File: config.mk
export PLATFORM = sky130hd
export DESIGN_NAME = ds_adc_seq
export DESIGN_NICKNAME = d
export VERILOG_FILES = /design/src/rtl/ds_adc_seq.sv
export SDC_FILE = /design/constraint.sdc
export NUM_CORES = 1
export LEC_CHECK = 0
export CORE_MARGIN = 2
export CORE_UTILIZATION = 63
export CTS_BUF_LIST = sky130_fd_sc_hd__clkbuf_16
export DETAILED_ROUTE_END_ITERATION = 16
export MAX_ROUTING_LAYER = met4
export PLACE_DENSITY = 0.87
export SETUP_SLACK_MARGIN = 0.02
export SYNTH_ARGS = -nofsm -noshare
export SYNTH_HDL_FRONTEND = slang
export SYNTH_SLANG_ARGS = --single-unit
File: constraint.sdc
create_clock -name clk -period 6.32 [get_ports clk]
set_input_delay 1.58 -clock clk [delete_from_list [all_inputs] [get_ports clk]]
set_output_delay 1.58 -clock clk [all_outputs]
set_load 0.1 [all_outputs]
File: src/rtl/ds_adc_seq.sv
// Delta-sigma ADC sequencer: modulator cke divider, settle-sample discard,
// 2^N block averaging and valid/ready result hand-off.
module ds_adc_seq #(
  parameter int unsigned WIDTH = 16,
  parameter int unsigned DIV_W = 8
) (
  input  logic             clk,
  input  logic             rst_n,
  input  logic             start,
  input  logic             stop,
  input  logic [DIV_W-1:0] div_ratio,
  input  logic [7:0]       settle_cnt,
  input  logic [2:0]       avg_log2,
  output logic             cke,
  input  logic             adc_valid,
  input  logic [WIDTH-1:0] adc_data,
  output logic [WIDTH-1:0] res_data,
  output logic             res_valid,
  input  logic             res_ready,
  output logic             busy,
  output logic             overrun
);

  localparam int unsigned ACC_W = WIDTH + 7;

  typedef enum logic [1:0] {
    S_IDLE,
    S_SETTLE,
    S_ACQ
  } state_t;

  state_t                   state_q, state_d;
  logic [DIV_W-1:0]         div_q, div_d;
  logic [7:0]               settle_q, settle_d;
  logic [2:0]               avg_q, avg_d;
  logic [DIV_W-1:0]         dcnt_q, dcnt_d;
  logic [7:0]               scnt_q, scnt_d;
  logic [7:0]               acnt_q, acnt_d;
  logic signed [ACC_W-1:0]  acc_q, acc_d;
  logic                     cke_q, cke_d;
  logic [WIDTH-1:0]         res_data_q, res_data_d;
  logic                     res_valid_q, res_valid_d;
  logic                     overrun_q, overrun_d;

  logic                     start_ok;
  logic                     emit;
  logic                     handshake;
  logic [DIV_W-1:0]         div_eff;
  logic [7:0]               avg_last;
  logic signed [ACC_W-1:0]  acc_sum;
  logic [WIDTH-1:0]         res_new;

  assign start_ok  = (state_q == S_IDLE) && start && !stop;
  assign handshake = res_valid_q && res_ready;
  assign div_eff   = (div_ratio < DIV_W'(2)) ? DIV_W'(2) : div_ratio;
  assign avg_last  = (8'd1 << avg_q) - 8'd1;
  assign acc_sum   = acc_q + {{7{adc_data[WIDTH-1]}}, adc_data};
  // Arithmetic shift floors toward -inf; the quotient of a 2^N-sample sum always fits WIDTH.
  assign res_new   = WIDTH'(acc_sum >>> avg_q);

  always_comb begin
    state_d     = state_q;
    div_d       = div_q;
    settle_d    = settle_q;
    avg_d       = avg_q;
    dcnt_d      = dcnt_q;
    scnt_d      = scnt_q;
    acnt_d      = acnt_q;
    acc_d       = acc_q;
    cke_d       = 1'b0;
    res_data_d  = res_data_q;
    res_valid_d = res_valid_q;
    overrun_d   = overrun_q;
    emit        = 1'b0;

    if (state_q == S_IDLE) begin
      if (start_ok) begin
        div_d     = div_eff;
        settle_d  = settle_cnt;
        avg_d     = avg_log2;
        dcnt_d    = '0;
        scnt_d    = '0;
        acnt_d    = '0;
        acc_d     = '0;
        overrun_d = 1'b0;
        state_d   = (settle_cnt != 8'd0) ? S_SETTLE : S_ACQ;
      end
    end else if (stop) begin
      state_d = S_IDLE;
      dcnt_d  = '0;
      scnt_d  = '0;
      acnt_d  = '0;
      acc_d   = '0;
    end else begin
      if (dcnt_q == div_q - DIV_W'(1)) begin
        dcnt_d = '0;
        cke_d  = 1'b1;
      end else begin
        dcnt_d = dcnt_q + DIV_W'(1);
      end

      if (adc_valid) begin
        if (state_q == S_SETTLE) begin
          if (scnt_q == settle_q - 8'd1) begin
            scnt_d  = '0;
            state_d = S_ACQ;
          end else begin
            scnt_d = scnt_q + 8'd1;
          end
        end else if (acnt_q == avg_last) begin
          emit   = 1'b1;
          acc_d  = '0;
          acnt_d = '0;
        end else begin
          acc_d  = acc_sum;
          acnt_d = acnt_q + 8'd1;
        end
      end
    end

    // A result arriving on the handshake cycle replaces the one being consumed.
    if (emit && (!res_valid_q || handshake)) begin
      res_data_d  = res_new;
      res_valid_d = 1'b1;
    end else begin
      if (emit)      overrun_d   = 1'b1;
      if (handshake) res_valid_d = 1'b0;
    end
  end

  always_ff @(posedge clk or negedge rst_n) begin
    if (!rst_n) begin
      state_q     <= S_IDLE;
      div_q       <= '0;
      settle_q    <= '0;
      avg_q       <= '0;
      dcnt_q      <= '0;
      scnt_q      <= '0;
      acnt_q      <= '0;
      acc_q       <= '0;
      cke_q       <= 1'b0;
      res_data_q  <= '0;
      res_valid_q <= 1'b0;
      overrun_q   <= 1'b0;
    end else begin
      state_q     <= state_d;
      div_q       <= div_d;
      settle_q    <= settle_d;
      avg_q       <= avg_d;
      dcnt_q      <= dcnt_d;
      scnt_q      <= scnt_d;
      acnt_q      <= acnt_d;
      acc_q       <= acc_d;
      cke_q       <= cke_d;
      res_data_q  <= res_data_d;
      res_valid_q <= res_valid_d;
      overrun_q   <= overrun_d;
    end
  end

  assign cke       = cke_q;
  assign res_data  = res_data_q;
  assign res_valid = res_valid_q;
  assign overrun   = overrun_q;
  assign busy      = (state_q != S_IDLE);

endmodule

==> impl_metrics.csv <==
group,metric,value,unit
finish,multi_input_area,3760,um^2
cts,cts_tree,"built",
finish,fillers,717,
setup_path,reg2reg_to,"acnt_q[6]$_DFFE_PN0P_",
timing,skew,0.00986,ns
routing,drt_iter0_markers,421,
logic_synthesis,synth_commonest_cells,"87 x dfrtp_1, 72 x nand2_1, 56 x o21ai_0",
cts,clk_pin_slew,0.06,ns
logic_synthesis,synth.yosys.warnings,0,
place,io_buffer_count,60,
grt,grt.total_usage,0.326,
power_and_ir_drop,peakVddDrop,0.406,mV
routing,wl,16200,um
floorplanning,die_area,10600,um^2
setup_path,arrival,5.00,ns
routing,via_count,5744,
routing,drc,0,
min_path,hp-start,"res_data[1]$_DFFE_PN0P_",
setup_path,cp_max_fo,4,
logic_synthesis,synth-edff-count,0,
logic_synthesis,synth-seq-cells,87,
logic_synthesis,ys_types,66,
grt,grt_pass1_wl,26200,um
power_and_ir_drop,p_per_area,414,nW/um^2
timing,rsz0062_at_grt,"no",
cts,post_cts_buffers,0,
power_and_ir_drop,leakage,3.09,nW
floorplanning,core_area,9640,um^2
setup_path,reg2reg_slack,1.71,ns
cts,cts_buffers,9,
floorplanning,io_pins,61,
cts,cts_root_buf,"clkbuf_16",
logic_synthesis,netlist.area_leader.share,0.354,
timing,post-route-period-util,0.749,
cts,htreeDepth,3,
grt,grt_max_degree,88,
cts,cts_hold_buf,0,
timing,holdWs,0.474,ns
timing,finalHoldViolCount,0,
grt,overflow,0,
routing,wl_per_cell,18.6,um
timing,worstMarginPinSlew,1.26,ns
setup_path,r2r-start,"avg_q[0]$_DFFE_PN0P_",
timing,setup-violations-final,0,
cts,insertion_delay,0.34,ns
logic_synthesis,async_flop_share,1.00,
place,dp_hpwl,11700,um
logic_synthesis,synth_top_area_cell,"dfrtp_1",
place,place_congestion,0.961,
logic_synthesis,netlist_instances,696,
timing,drv_slew,0,
floorplanning,dieWidth,103,um
min_path,holdPathStages,2,
logic_synthesis,synth.top_cells.by_area,"dfrtp_1 35%, ha_1 5.7%, o21ai_0 4.6%, nand2_1 4.4%, xnor2_1 4.3%",
logic_synthesis,yosysMostFrequentCell,"dfrtp_1",
routing,routed_via_density,6.59,
finish,drive_gt1_frac,0.0637,
finish,final-seq-area,2180,um^2
timing,max_freq,0.211,GHz
routing,first_pass_iters,5,
floorplanning,start_util,0.638,
finish,syn2layout_area_growth,14.6,%
min_path,hold_path_class,"reg -> reg",
logic_synthesis,syn_area,6150,um^2
min_path,hold_end,"res_data[1]$_DFFE_PN0P_",
setup_path,critical_path_class,"in -> reg",
flow_run,cap_viol_max_count,0,
finish,antennaDiodeCount,0,
logic_synthesis,synth_fp_nets,766,
setup_path,start_kind,"input pin",
cts,ctsResizeCount,0,
logic_synthesis,avgSynthCellArea,8.83,um^2
grt,first_global_vias,5525,
setup_path,end_kind,"flip-flop",
timing,max-slew-margin-rel,0.160,
routing,ant_nets,0,
cts,numClockSinks,87,
finish,nets,803,
floorplanning,num_rows,36,
setup_path,required,6.58,ns
setup_path,worstRegToRegCells,9,
cts,ctsLongestPathBuffers,2,
logic_synthesis,synth_ff_type,"dfrtp_1",
logic_synthesis,yosysSeqAreaShare,0.354,
floorplanning,die_h,103,um
timing,fin_crit,4.73,ns
outcome,status,"complete, no violations",
grt,antenna_found_initial,0,
timing,setup-tns-final,0,ns
-- critical path, stage by stage --
cell             delay [ns]
clkdlybuf4s50_1        0.46
ha_1                   0.20
inv_1                  0.07
fa_1                   0.39
nor2b_1                0.17
o2111ai_1              0.17
a211oi_1               0.40
nor2_1                 0.13
o21ai_0                0.22
xor2_1                 0.34
a221oi_1               0.19
mux4_2                 0.52
a21oi_1                0.15
-- through the flow --
stage / total power [mW] / std cells / utilization / cell area (um^2) / setup slack, ns
5_1_grt: 3.08 / 871 / 0.731 / 7040 / 1.32
3_5_place_dp: 2.40 / 855 / 0.703 / 6780 / 1.34
6_report: 2.92 / 871 / 0.731 / 7040 / 1.59
2_1_floorplan: 2.03 / 696 / - / 6150 / 2.19
4_1_cts: 2.90 / 871 / 0.731 / 7040 / 1.66
3_3_place_gp: 2.32 / 855 / 0.703 / 6780 / 1.46
-- where the power goes --
| group | leakage (nW) | internal (mW) | switching, mW |
|---|---|---|---|
| sequential | 1.17 | 0.683 | 0.198 |
| clock | 0.136 | 0.264 | 0.222 |
| combinational | 1.78 | 0.575 | 0.977 |
-- layer usage --
metal	global-route usage	routed length (um)
met5	-	0
met4	0.172	679
met3	0.0366	973
met2	0.539	8080
met1	0.393	6440
-- cell families (layout without fill, tap and decap cells) --
group | after synthesis | in the layout | share of synthesized area
multiplexers | 38 | 38 | 0.0731
XOR/XNOR | 48 | 48 | 0.0684
flip-flops | 87 | 87 | 0.354
AO/OA/AOI/OAI | 205 | 205 | 0.223
adder cells (fa/ha/maj) | 29 | 29 | 0.0603
buffers and inverters | 55 | 97 | 0.0350
AND/OR/NAND/NOR | 234 | 234 | 0.186
-- registers in the layout, summed over array words and instances (netlist names) --
signal	cells
acc_q	23
acnt_q	8
avg_q	3
cke	1
dcnt_q	8
div_q	8
overrun	1
res_data	16
res_valid	1
scnt_q	8
settle_q	8
state_q	2
-- final cells by class --
class / count / area share
Clock inverter: 7 / 0.00586
Clock buffer: 9 / 0.0320
Multi-Input combinational cell: 554 / 0.533
Sequential cell: 87 / 0.309
Timing Repair Buffer: 60 / 0.0849
Inverter: 21 / 0.0112
Tap cell: 133 / 0.0236
-- cells in the final DEF, fill, tap and decap left out, drive strengths merged, types with 4 or more instances in the layout --
cell	instances
a21o	12
xor2	18
nand3b	4
or3	6
a21oi	41
nor4	9
o211ai	7
ha	28
o31ai	4
mux4	4
a211oi	10
and2	9
nor2b	5
nor3	20
clkdlybuf4s50	59
xnor2	30
nand4	6
nand2	73
dfrtp	87
nor2	53
a31oi	9
nand3	18
and3	13
nand2b	10
a22o	20
clkbuf	9
mux2	15
o21ai	59
mux2i	19
inv	24
o22ai	5
-- worst max path at each step --
stage	start	end	slack, ns	depth (start not counted)
after detailed placement	adc_data[0]	res_data[15]$_DFFE_PN0P_	1.34	13
after CTS	adc_data[0]	res_data[14]$_DFFE_PN0P_	1.66	13
final	adc_data[0]	res_data[14]$_DFFE_PN0P_	1.59	13
after global routing	adc_data[0]	res_data[14]$_DFFE_PN0P_	1.32	13
after global placement	adc_data[0]	res_data[14]$_DFFE_PN0P_	1.46	13
after floorplan	adc_data[0]	res_data[14]$_DFFE_PN0P_	2.19	12
No activity file was read; power rests on OpenSTA's default activity.
